$ cat src/rtl/polaris_stage_f_if.sv
// Fetch-stage bus bundle: F-bus instruction fetch handshake plus the M-bus cycle request.
// The master side is the fetch stage; the slave side is the memory subsystem.
interface polaris_stage_f_if;
    logic        f_cyc_o;
    logic        f_ack_i;
    logic [63:2] f_adr_o;
    logic        m_cyc_o;

    modport master (
        output f_cyc_o,
        output f_adr_o,
        output m_cyc_o,
        input  f_ack_i
    );

    modport slave (
        input  f_cyc_o,
        input  f_adr_o,
        input  m_cyc_o,
        output f_ack_i
    );
endinterface

$ cat src/rtl/polaris_stage_f.sv
// Polaris instruction-fetch stage: owns the PC and streams word-aligned fetches on the F-bus,
// advancing one word per acknowledged cycle. Data cycles are never requested from here.
module polaris_stage_f #(
    parameter logic [63:0] RESET_VECTOR = 64'hFFFF_FFFF_FFFF_FF00
) (
    input  logic               clk_i,
    input  logic               reset_i,
    polaris_stage_f_if.master  bus
);

    typedef enum logic {
        IDLE  = 1'b0,
        FETCH = 1'b1
    } state_t;

    state_t      state_q, state_d;
    logic [63:2] pc_q, pc_d;

    always_ff @(posedge clk_i or posedge reset_i) begin
        if (reset_i) begin
            state_q <= IDLE;
            pc_q    <= RESET_VECTOR[63:2];
        end else begin
            state_q <= state_d;
            pc_q    <= pc_d;
        end
    end

    // Acks only count once a cycle is actually on the bus, so the edge leaving IDLE never advances.
    always_comb begin
        state_d = state_q;
        pc_d    = pc_q;
        unique case (state_q)
            IDLE:  state_d = FETCH;
            FETCH: begin
                if (bus.f_ack_i) pc_d = pc_q + 62'd1;
            end
            default: state_d = IDLE;
        endcase
    end

    assign bus.f_cyc_o = (state_q == FETCH);
    assign bus.f_adr_o = pc_q;
    assign bus.m_cyc_o = 1'b0;

endmodule

$ cat src/flat_wrapper.sv
// flat-port wrapper written by rule: the top's interface ports become plain ports
module polaris_stage_f_flat 
#(
    parameter logic [63:0] RESET_VECTOR = 64'hFFFF_FFFF_FFFF_FF00
)
  (clk_i, reset_i, bus_f_cyc_o, bus_f_adr_o, bus_m_cyc_o, bus_f_ack_i);
  polaris_stage_f_if bus_i ();
  input  logic clk_i;
  input  logic reset_i;
  output wire logic [$bits(bus_i.f_cyc_o)-1:0] bus_f_cyc_o;
  output wire logic [$bits(bus_i.f_adr_o)-1:0] bus_f_adr_o;
  output wire logic [$bits(bus_i.m_cyc_o)-1:0] bus_m_cyc_o;
  input wire logic [$bits(bus_i.f_ack_i)-1:0] bus_f_ack_i;
  assign bus_f_cyc_o = bus_i.f_cyc_o;
  assign bus_f_adr_o = bus_i.f_adr_o;
  assign bus_m_cyc_o = bus_i.m_cyc_o;
  assign bus_i.f_ack_i = bus_f_ack_i;
  polaris_stage_f #(.RESET_VECTOR(RESET_VECTOR)) u_core (.clk_i(clk_i), .reset_i(reset_i), .bus(bus_i));
endmodule
$ cat config.mk
export PLATFORM = sky130hd
export DESIGN_NAME = polaris_stage_f_flat
export DESIGN_NICKNAME = d
export VERILOG_FILES = /design/src/rtl/polaris_stage_f_if.sv /design/src/rtl/polaris_stage_f.sv /design/src/flat_wrapper.sv
export SDC_FILE = /design/constraint.sdc
export NUM_CORES = 1
export LEC_CHECK = 0
export CORE_MARGIN = 3
export CORE_UTILIZATION = 32
export CTS_CLUSTER_DIAMETER = 150
export DETAILED_ROUTE_END_ITERATION = 16
export MAX_ROUTING_LAYER = met4
export PLACE_DENSITY = 0.67
export SYNTH_ARGS = -nofsm -noshare
export SYNTH_HDL_FRONTEND = slang
export SYNTH_SLANG_ARGS = --single-unit
$ cat constraint.sdc
create_clock -name clk_i -period 3.32 [get_ports clk_i]
set_input_delay 0.996 -clock clk_i [delete_from_list [all_inputs] [get_ports clk_i]]
set_output_delay 0.996 -clock clk_i [all_outputs]
set_load 0.02 [all_outputs]
[After elaboration in Yosys (flattened, before gate mapping)]
Cells that the tools add are included.
Storage, ports and cells
  word-level logic and storage cells: 4
  bits in registers: 63
  bits of input ports: 3
  output and inout port bits: 64
Cells by class
  reductions and logical operators: 1
  add/sub/neg operators: 1
Operator list (number)
  $add 62x1->62 const B: 1
  $reduce_and 2->1: 1

[Logic depth before layout (Yosys ltp)]
Gate-level depths: netlist of the first run.
  depth in word-level cells: 1
  depth in mapped cells: 6
  depth with buffers taken out: 6

[Worst setup path after synthesis of the first run]
OpenSTA, ideal clock, no wires.
  kind: input to register
  from: input bus_f_ack_i
  to: register u_core.pc_q, in the netlist u_core.bus.f_adr_o[50]
  data arrival time: 2.195 ns
  data required time: 3.245 ns
  setup slack: 1.050 ns
  stages on the path: 5
  setup time: 0.075 ns
  path buffers: 0
  cells stage by stage: nand4_1 -> nor3_4 -> nand4_4 -> nor4_1 -> xor2_1
On the way
  longest elaborated chain between the ends: 1
Ends and longest elaborated chain
  from (decl): line flat_wrapper.sv:13  | input wire logic [$bits(bus_i.f_ack_i)-1:0] bus_f_ack_i;
  $reduce_and 2->1 (no source line)
  to (signal assigned): line polaris_stage_f.sv:22  | pc_q <= RESET_VECTOR[63:2];
  to (signal assigned): line polaris_stage_f.sv:25  | pc_q <= pc_d;
  to (decl): line polaris_stage_f.sv:17  | logic [63:2] pc_q, pc_d;
Every way passes these cells.
A chain may end at the register's enable or synchronous reset.

[Final worst setup path of the first run]
  from: input bus_f_ack_i
  to: register u_core.pc_q, in the netlist u_core.bus.f_adr_o[54]
Same word-level chain as after synthesis.

==> results of run 1 <==
-- cells in the mapped netlist, drive strengths merged --
cell and number:
nor3 7, mux2 1, xnor2 35, nand4 24, dfrtp 7, ha 1, nand2 20, and3 10
nand2b 1, and4 4, nor2 20, conb 2, nor4b 1, or2 2, dfstp 56, or4 1
nand3 25, nor4 13, or3 2, xor2 26, inv 5, buf 2, clkbuf 1
-- flip-flops by register name (all words and copies together) (netlist names) --
register / flops
u_core.bus.f_adr_o: 62
u_core.bus.f_cyc_o: 1
-- power by group --
group | internal (mW) | switching [mW]
clock | 0.540 | 0.300
sequential | 0.805 | 0.0508
combinational | 0.0925 | 0.100
total | 1.44 | 0.451
-- routing by layer --
layer / wire length (um) / vias to the layer above / track usage
met5: 0 / - / -
met4: 111 / 0 / 0.0579
met3: 280 / 10 / 0.0310
met2: 3270 / 54 / 0.219
met1: 3400 / 1154 / 0.186
li1: - / 1086 / -
-- cell families after synthesis --
kind of cell / after synthesis / share of synthesized area
xor gates and xnor gates: 61 / 0.174
adders and majority gates: 1 / 0.00407
buffers and inverters: 8 / 0.0114
DFF: 63 / 0.536
muxes: 1 / 0.00366
other: 2 / 0.00244
and+or+nand+nor: 130 / 0.269
-- placed cells by master (no fill, tap or decap), drive strengths merged, types with 4 or more instances in the layout --
cell	synthesis	final
dfrtp	7	7
dfstp	56	56
nand2	20	20
xnor2	35	35
nor2	20	20
nand4	24	24
nor3	7	7
clkbuf	1	11
clkdlybuf4s50	0	65
inv	5	5
nand3	25	25
and3	10	10
and4	4	4
xor2	26	26
nor4	13	13
-- path summary, 6_finish.rpt --
check                                             from                endpoint  slack (ps)  cells after the start
worst max-delay path                       bus_f_ack_i  u_core.bus.f_adr_o[54]         660                      6
worst min-delay path            u_core.bus.f_adr_o[25]  u_core.bus.f_adr_o[25]         500                      1
worst max register to register  u_core.bus.f_adr_o[21]  u_core.bus.f_adr_o[55]        1080                      5
worst min register to register  u_core.bus.f_adr_o[25]  u_core.bus.f_adr_o[25]         500                      1
max in group asynchronous                      reset_i  u_core.bus.f_adr_o[49]        1570                      3
min in group asynchronous                      reset_i      u_core.bus.f_cyc_o        1070                      2
-- critical path: stages --
cell and delay [ps]:
sky130_fd_sc_hd__clkdlybuf4s50_1 520, sky130_fd_sc_hd__nand4_1 240, sky130_fd_sc_hd__nor3_4 370, sky130_fd_sc_hd__nand4_4 210, sky130_fd_sc_hd__nor4_1 390, sky130_fd_sc_hd__xor2_1 200
-- area by class of cell --
class / count / share of cell area
Clock buffer: 11 / 0.0365
Clock inverter: 5 / 0.0250
Inverter: 5 / 0.00452
Multi-Input combinational cell: 195 / 0.335
Sequential cell: 63 / 0.397
Tap cell: 129 / 0.0389
Timing Repair Buffer: 67 / 0.163
==> parameters.txt, run 1 <==
Parameter                              Value

Synth
  Number of standard cells after synthesis    266
  Fraction of synthesized cell area taken by the top area cell type    0.479
  Number of flip-flops and latches in the synthesized netlist    63
  Average instance area after synthesis    11.6 sq um
  Seq/Total Area, Yosys    0.536
  Area of the mapped netlist    3070 sq um
  Top cells by area in the synthesized netlist    sky130_fd_sc_hd__dfstp_2 48%, sky130_fd_sc_hd__xnor2_1 10%, sky130_fd_sc_hd__xor2_1 7.4%
  Post-synthesis cell type count    31
  Synth warnings    0
  Most area-hungry cell type in the Yosys netlist    sky130_fd_sc_hd__dfstp_2
  Total nets after synthesis    270

Pwr
  Final total power    1.89 mW
  Maximum ir drop on the vdd rail    371 uV
  PwrDens    455 nW/um^2
  Leakage power    1.63 nW

Critical path
  Crit-path max FO    7
  Endpoint arrival time on the critical path    2930 ps
  Crit start category    primary input
  Class of the most critical setup path    primary input to flip-flop
  Endpoint kind of the worst setup timing path    flip-flop
  Required time at the endpoint of the critical path    3590 ps

Global route
  Pin count of the biggest net entering global routing    35
  Number of antenna violations at the first check in global routing    0
  Global-route wire length before repair    12.2 mm
  Leftover overflow at the end of global routing    0
  Via count of the first global-routing pass    2407
  Global routing usage summed across all routing layers    0.143

Floorplan
  Core ar.    9280 sq um
  Total Die Area    10800 sq um
  Starting density of the core    0.331
  IO Count    67
  Die H    104 um
  Die span in x    104 um
  Number of placement rows    35

Hold path
  Hold WC Path Type    flip-flop to flip-flop

Placed design
  Placement Cell Area    3900 sq um
  Port Buf Inserts    65
  Cell count after placement    459
  Post-DP HPWL    5.17 mm
  RD Place Congestion    0.840
  Worst setup slack after placement    267 ps

Timing
  Max-slew headroom at the worst pin    0.559
  Fmax    376 MHz
  Slew @ Worst Pin    660 ps
  Sum of negative setup slack    0 ps
  Final Setup Violations    0
  Final worst path period share    0.801
  Final Hold Fails    0
  Fin Clk Skew    9.27 ps
  Hold slack    499 ps
  Time the worst path needs with I/O delays and setup    2660 ps
  Number of pins with negative max-slew slack in the final report    0
  RSZ-0062 raised after global routing    false
  Setup slack of the critical path after layout    661 ps

Clock tree
  H-tree levels    3
  Clock buffer depth    2
  TritonCTS Buffers    9
  Clock tree from TritonCTS    built
  CTS Hold Bufs    0
  Root buffer selected by CTS    sky130_fd_sc_hd__clkbuf_8
  Clock input transition at the sequential cells of the worst setup and hold paths    70 ps
  CTS sink count    63
  Post-CTS setup buffer count    0
  Count of instances resized after the clock tree is built    0
  Skew-Pair Late Insertion Delay    340 ps

Detailed routing
  Number of DRC violations after detailed routing    0
  Number of optimization iterations in the first detailed-route pass    4
  Detailed-route wire length    7.06 mm
  Number of nets with antenna violations after detailed routing    0
  Number of DRC markers after the initial detailed-route iteration    106
  Avg Vias per Cell    4.85
  Total number of vias    2304
  Detailed-route wire length per cell    14.9 um

Cells and area
  Number of nets in the layout    345
  Multi-input gate area    1390 sq um
  Area occupied by registers    1650 sq um
  Filler Cell Count    906
  Synth-to-Final Area Change    35.1%
  Diodes inserted    0
  Final Instance Count excl. Fillers    475
  Ratio of cells with drive above 1 in the final layout    0.269
  Layout Cell Area excl Fill    4150 sq um
  Final core area utilization    0.447

Flow run
  Max_cap viols    0

Status
  Run status    finished clean
Note: power is estimated with default switching activity, not from simulation.
==> run 2: changes to the inputs <==
==> constraint.sdc (replaced) <==
create_clock -name clk_i -period 2.75 [get_ports clk_i]
set_input_delay 0.825 -clock clk_i [delete_from_list [all_inputs] [get_ports clk_i]]
set_output_delay 0.825 -clock clk_i [all_outputs]
set_load 0.02 [all_outputs]
==> run 2 against run 1 <==
  * Sequential cell count unchanged
  * Global-route usage up 0.099 points
  * Register-to-register slack lost 550 ps
  * Final cell count rose by 0.63%
  * Hold slack barely moved
  * Core utilization grew 0.067 points
  * Largest cell class unchanged
  * First-iteration DRC count is 14% higher
  * Routed wire length increased by 0.13%
  * Clock power is 14% higher
  * Total power increased by 18%
==> parameters.txt, run 2 (synthesized netlist as in run 1, its figures left out) <==
Parameter                              Value

Status
  Run status    finished clean (unchanged)

Placed design
  RD Place Congestion    0.814 (was 0.840)
  Port Buf Inserts    65 (unchanged)
  Post-DP HPWL    5.09 mm (was 5.17 mm)

Timing
  Fin Clk Skew    13.5 ps (was 9.27 ps)
  Sum of negative setup slack    0 ps (unchanged)
  Hold slack    500 ps (was 499 ps)
  Final Setup Violations    0 (unchanged)
  Fmax    406 MHz
  RSZ-0062 raised after global routing    false (unchanged)
  Number of pins with negative max-slew slack in the final report    0 (unchanged)
  Slew @ Worst Pin    536 ps (was 660 ps)
  Time the worst path needs with I/O delays and setup    2470 ps
  Final Hold Fails    0 (unchanged)
  Max-slew headroom at the worst pin    0.640 (was 0.559)
  Final worst path period share    0.896

Clock tree
  Clock buffer depth    2 (unchanged)
  Clock input transition at the sequential cells of the worst setup and hold paths    80 ps (was 70 ps)
  Skew-Pair Late Insertion Delay    350 ps (was 340 ps)
  H-tree levels    3 (unchanged)
  Clock tree from TritonCTS    built (unchanged)
  CTS sink count    63 (unchanged)
  Root buffer selected by CTS    sky130_fd_sc_hd__clkbuf_8 (unchanged)
  Post-CTS setup buffer count    0 (unchanged)
  CTS Hold Bufs    0 (unchanged)
  Count of instances resized after the clock tree is built    0 (unchanged)
  TritonCTS Buffers    9 (unchanged)

Global route
  Pin count of the biggest net entering global routing    64 (was 35)
  Via count of the first global-routing pass    2388 (was 2407)
  Number of antenna violations at the first check in global routing    0 (unchanged)
  Global routing usage summed across all routing layers    0.144 (was 0.143)
  Leftover overflow at the end of global routing    0 (unchanged)
  Global-route wire length before repair    12.2 mm (about the same)

Pwr
  Maximum ir drop on the vdd rail    508 uV (was 371 uV)
  Leakage power    1.63 nW (about the same)
  PwrDens    535 nW/um^2 (was 455 nW/um^2)

Critical path
  Crit-path max FO    9 (was 7)
  FF-to-FF setup slack    530 ps (was 1080 ps)
  Endpoint arrival time on the critical path    1640 ps (was 2930 ps)
  Critical Path, Cell by Cell    clkdlybuf4s50_1 (was clkdlybuf4s50_1 > nand4_1 > nor3_4 > nand4_4 > nor4_1 > xor2_1)
  Number of buffers and inverters on the critical path    1 (unchanged)
  Class of the most critical setup path    flip-flop to output port (was primary input to flip-flop)
  Family of cells with the greatest summed delay on the critical path    flip-flops (was simple AND/OR/NAND/NOR gates)
  Crit path max-delay cell type    sky130_fd_sc_hd__dfstp_2 (was sky130_fd_sc_hd__clkdlybuf4s50_1)
  Required time at the endpoint of the critical path    1930 ps (was 3590 ps)
  Crit start category    flip-flop (was primary input)
  Largest incremental delay on the critical path    650 ps (was 520 ps)
  Endpoint kind of the worst setup timing path    output port (was flip-flop)

Floorplan
  Number of placement rows    35 (unchanged)
  Total Die Area    10800 sq um (unchanged)
  Die span in x    104 um (unchanged)
  Starting density of the core    0.331 (unchanged)
  IO Count    67 (unchanged)
  Core ar.    9280 sq um (unchanged)
  Die H    104 um (unchanged)

Cells and area
  Final core area utilization    0.448 (was 0.447)
  Filler Cell Count    898 (was 906)
  Ratio of cells with drive above 1 in the final layout    0.275 (was 0.269)
  Synth-to-Final Area Change    35.3% (was 35.1%)
  Number of nets in the layout    348 (was 345)
  Most frequent standard cell in the layout excluding fill and tap cells    sky130_fd_sc_hd__clkdlybuf4s50_1 (unchanged)
  Diodes inserted    0 (unchanged)
  Most used cells in the layout excluding fill and tap cells    65 x sky130_fd_sc_hd__clkdlybuf4s50_1, 56 x sky130_fd_sc_hd__dfstp_2, 35 x sky130_fd_sc_hd__xnor2_1 (unchanged)
  Max FFs per register    62 (unchanged)

Detailed routing
  Number of optimization iterations in the first detailed-route pass    5 (was 4)
  Total number of vias    2304 (unchanged)
  Number of DRC violations after detailed routing    0 (unchanged)
  Detailed-route wire length    7.07 mm (was 7.06 mm)
  Number of nets with antenna violations after detailed routing    0 (unchanged)
  Detailed-route wire length per cell    14.8 um (was 14.9 um)
  Number of DRC markers after the initial detailed-route iteration    121 (was 106)
  Avg Vias per Cell    4.82 (was 4.85)

Hold path
  Hold WC Path Type    flip-flop to flip-flop (unchanged)

Flow run
  Max_cap viols    0 (unchanged)
[run 2: cell types whose count changed in the layout (fill, tap and decap cells not counted), sizes merged]
cell,previous run,this run
buf,2,5
bufinv,3,2
clkbuf,11,10
clkinvlp,0,1
inv,5,6
[run 2: final timing paths]
check	startpoint	to	cells past startpoint
worst max-delay path	u_core.bus.f_adr_o[47]	bus_f_adr_o[45]	1
min in group asynchronous	reset_i	u_core.bus.f_adr_o[2]	3
worst min register to register	u_core.bus.f_adr_o[25]	u_core.bus.f_adr_o[25]	1
worst max register to register	u_core.bus.f_adr_o[36]	u_core.bus.f_adr_o[60]	5
max in group asynchronous	reset_i	u_core.bus.f_adr_o[21]	3
worst min-delay path	u_core.bus.f_adr_o[25]	u_core.bus.f_adr_o[25]	1
[run 2: final cells by class]
cell class / instances / area [sq um] / area share
inverters: 5 / 18.8 / 0.00451
multi-input cells: 195 / 1390 / 0.335
well taps: 129 / 161 / 0.0388
clock buffers: 10 / 149 / 0.0358
clock inverters: 6 / 90.1 / 0.0217
flip-flops and latches: 63 / 1650 / 0.396
repair buffers: 70 / 701 / 0.168
[run 2: report_power, final]
part | switching [mW] | leakage, nW | internal [mW] | total, mW
sequential | 0.0623 | 0.663 | 0.971 | 1.03
clock | 0.388 | 0.118 | 0.568 | 0.956
combinational | 0.121 | 0.847 | 0.114 | 0.235
[run 2: per-layer routing]
layer	global-route usage	wire [um]	share of wire	vias to the layer above
met4	0.0541	143	0.020	0
met2	0.211	3150	0.45	69
li1	-	-	-	1096
met5	-	0	0	-
met1	0.189	3420	0.48	1128
met3	0.0441	360	0.051	11
[run 2: metrics by stage]
stage,power [mW],instance area [sq um],worst slack [ps],std cells
5_1_grt,2.31,4160,195,478
4_1_cts,2.25,4160,267,478
2_1_floorplan,1.17,3070,448,266
3_3_place_gp,1.28,3920,70.2,462
6_report,2.22,4160,285,478
3_5_place_dp,1.28,3920,36.5,462
==> run 3: changes to the inputs <==
--- a/config.mk
+++ b/config.mk
@@ -7,6 +7,7 @@
 export LEC_CHECK = 0
 export CORE_MARGIN = 3
 export CORE_UTILIZATION = 32
+export CTS_BUF_LIST = sky130_fd_sc_hd__clkbuf_4 sky130_fd_sc_hd__clkbuf_8
 export CTS_CLUSTER_DIAMETER = 150
 export DETAILED_ROUTE_END_ITERATION = 16
 export MAX_ROUTING_LAYER = met4
==> run 3 against run 2 <==
  * Clock-buffer cell count down 1
  * Core utilization up 0.054 points
  * Cell area up 0.12%
  * First-iteration DRC count up 1.7%
  * Maximum frequency up 0.42%
  * Combinational power about the same
  * Register-to-register slack better by 20 ps
  * Final cell count unchanged
==> parameters.txt, run 3 (synthesized netlist as in run 1, its figures left out) <==
Parameter                              Value

Status
  Run status    finished clean (unchanged)

Global route
  Via count of the first global-routing pass    2384 (was 2388)
  Pin count of the biggest net entering global routing    64 (unchanged)
  Global routing usage summed across all routing layers    0.144 (unchanged)
  Leftover overflow at the end of global routing    0 (unchanged)
  Global-route wire length before repair    12.2 mm (about the same)
  Number of antenna violations at the first check in global routing    0 (unchanged)

Floorplan
  Core ar.    9280 sq um (unchanged)
  IO Count    67 (unchanged)
  Die span in x    104 um (unchanged)
  Die H    104 um (unchanged)
  Starting density of the core    0.331 (unchanged)
  Total Die Area    10800 sq um (unchanged)
  Number of placement rows    35 (unchanged)

Pwr
  PwrDens    542 nW/um^2 (was 535 nW/um^2)
  Maximum ir drop on the vdd rail    507 uV (was 508 uV)
  Leakage power    1.63 nW (about the same)

Placed design
  Placement Cell Area    3920 sq um (unchanged)
  Port Buf Inserts    65 (unchanged)
  Post-DP HPWL    5.09 mm (unchanged)
  RD Place Congestion    0.814 (unchanged)

Clock tree
  Clock input transition at the sequential cells of the worst setup and hold paths    80 ps (about the same)
  Post-CTS setup buffer count    0 (unchanged)
  Root buffer selected by CTS    sky130_fd_sc_hd__clkbuf_8 (unchanged)
  Clock tree from TritonCTS    built (unchanged)
  Clock buffer depth    2 (unchanged)
  Count of instances resized after the clock tree is built    0 (unchanged)
  Skew-Pair Late Insertion Delay    350 ps (about the same)
  TritonCTS Buffers    9 (unchanged)
  CTS Hold Bufs    0 (unchanged)
  CTS sink count    63 (unchanged)
  H-tree levels    3 (unchanged)

Timing
  RSZ-0062 raised after global routing    false (unchanged)
  Slew @ Worst Pin    543 ps (was 536 ps)
  Number of pins with negative max-slew slack in the final report    0 (unchanged)
  Final worst path period share    0.893 (was 0.896)
  Sum of negative setup slack    0 ps (unchanged)
  Fmax    407 MHz (was 406 MHz)
  Final Setup Violations    0 (unchanged)
  Fin Clk Skew    13.3 ps (was 13.5 ps)
  Time the worst path needs with I/O delays and setup    2450 ps (was 2470 ps)
  Final Hold Fails    0 (unchanged)
  Max-slew headroom at the worst pin    0.634 (was 0.640)

Hold path
  Hold WC Path Type    flip-flop to flip-flop (unchanged)

Flow run
  Max_cap viols    0 (unchanged)

Cells and area
  Ratio of cells with drive above 1 in the final layout    0.275 (unchanged)
  Synth-to-Final Area Change    35.4% (was 35.3%)
  Number of nets in the layout    348 (unchanged)
  Most used cells in the layout excluding fill and tap cells    65 x sky130_fd_sc_hd__clkdlybuf4s50_1, 56 x sky130_fd_sc_hd__dfstp_2, 35 x sky130_fd_sc_hd__xnor2_1 (unchanged)
  Most frequent standard cell in the layout excluding fill and tap cells    sky130_fd_sc_hd__clkdlybuf4s50_1 (unchanged)
  Diodes inserted    0 (unchanged)
  Max FFs per register    62 (unchanged)
  Filler Cell Count    899 (was 898)
  Layout Cell Area excl Fill    4160 sq um (about the same)

Detailed routing
  Number of optimization iterations in the first detailed-route pass    4 (was 5)
  Total number of vias    2302 (was 2304)
  Number of DRC violations after detailed routing    0 (unchanged)
  Number of DRC markers after the initial detailed-route iteration    123 (was 121)
  Detailed-route wire length per cell    14.7 um (was 14.8 um)
  Detailed-route wire length    7.04 mm (was 7.07 mm)
  Avg Vias per Cell    4.82 (about the same)
  Number of nets with antenna violations after detailed routing    0 (unchanged)

Critical path
  Crit-path max FO    9 (unchanged)
  Number of buffers and inverters on the critical path    1 (unchanged)
  Required time at the endpoint of the critical path    1930 ps (about the same)
  Crit path max-delay cell type    sky130_fd_sc_hd__dfstp_2 (unchanged)
  Endpoint arrival time on the critical path    1630 ps (was 1640 ps)
  Endpoint kind of the worst setup timing path    output port (unchanged)
  Class of the most critical setup path    flip-flop to output port (unchanged)
  Critical Path, Cell by Cell    clkdlybuf4s50_1 (unchanged)
  Crit start category    flip-flop (unchanged)
  Largest incremental delay on the critical path    640 ps (was 650 ps)
  Family of cells with the greatest summed delay on the critical path    flip-flops (unchanged)
[run 3: cell types whose count changed in the layout (fill, tap and decap cells not counted), sizes merged]
cell / change
bufinv: +1
clkbuf: -1
[run 3: worst paths after layout]
path | startpoint | to | slack [ps] | cells after the start
worst max-delay path | u_core.bus.f_adr_o[47] | bus_f_adr_o[45] | 300 | 1
min in group asynchronous | reset_i | u_core.bus.f_adr_o[2] | 860 | 3
worst max register to register | u_core.bus.f_adr_o[36] | u_core.bus.f_adr_o[60] | 550 | 5
max in group asynchronous | reset_i | u_core.bus.f_adr_o[26] | 1580 | 3
worst min register to register | u_core.bus.f_adr_o[25] | u_core.bus.f_adr_o[25] | 500 | 1
worst min-delay path | u_core.bus.f_adr_o[25] | u_core.bus.f_adr_o[25] | 500 | 1
[run 3: metrics by stage]
step | setup WS, ps | hold slack [ps] | power (mW) | cells | utilization
3_3_place_gp | 70.2 | 490 | 1.28 | 462 | 0.422
3_5_place_dp | 36.5 | 492 | 1.28 | 462 | 0.422
6_report | 295 | 500 | 2.26 | 478 | 0.449
2_1_floorplan | 448 | 527 | 1.17 | 266 | -
4_1_cts | 267 | 502 | 2.29 | 478 | 0.449
5_1_grt | 195 | 515 | 2.35 | 478 | 0.449
[run 3: area by class of cell]
cell class	instances	area [sq um]	share of cell area
clock inverter	7	120	0.0288
clock buffer	9	124	0.0297
timing repair buffer	70	701	0.168
inverter	5	18.8	0.00451
tap	129	161	0.0388
sequential	63	1650	0.395
multi-input combinational	195	1390	0.334
[run 3: where the power goes]
group | leakage (nW) | switching, mW | internal, mW
clock network | 0.120 | 0.387 | 0.605
logic | 0.847 | 0.120 | 0.114
registers | 0.663 | 0.0618 | 0.971
total | 1.63 | 0.569 | 1.69
[run 3: worst register-to-register path: cells and delay by family (launching register included)]
family	cells	cell delay [ps]
flip-flops	1	590
AND/OR/NAND/NOR	4	1370
XOR/XNOR	1	190
[run 3: per-layer routing]
metal / vias up / share of wire / global-route usage
met5: - / 0 / -
met4: 0 / 0.020 / 0.0541
met3: 11 / 0.052 / 0.0441
met2: 71 / 0.46 / 0.211
met1: 1130 / 0.47 / 0.189
li1: 1090 / - / -
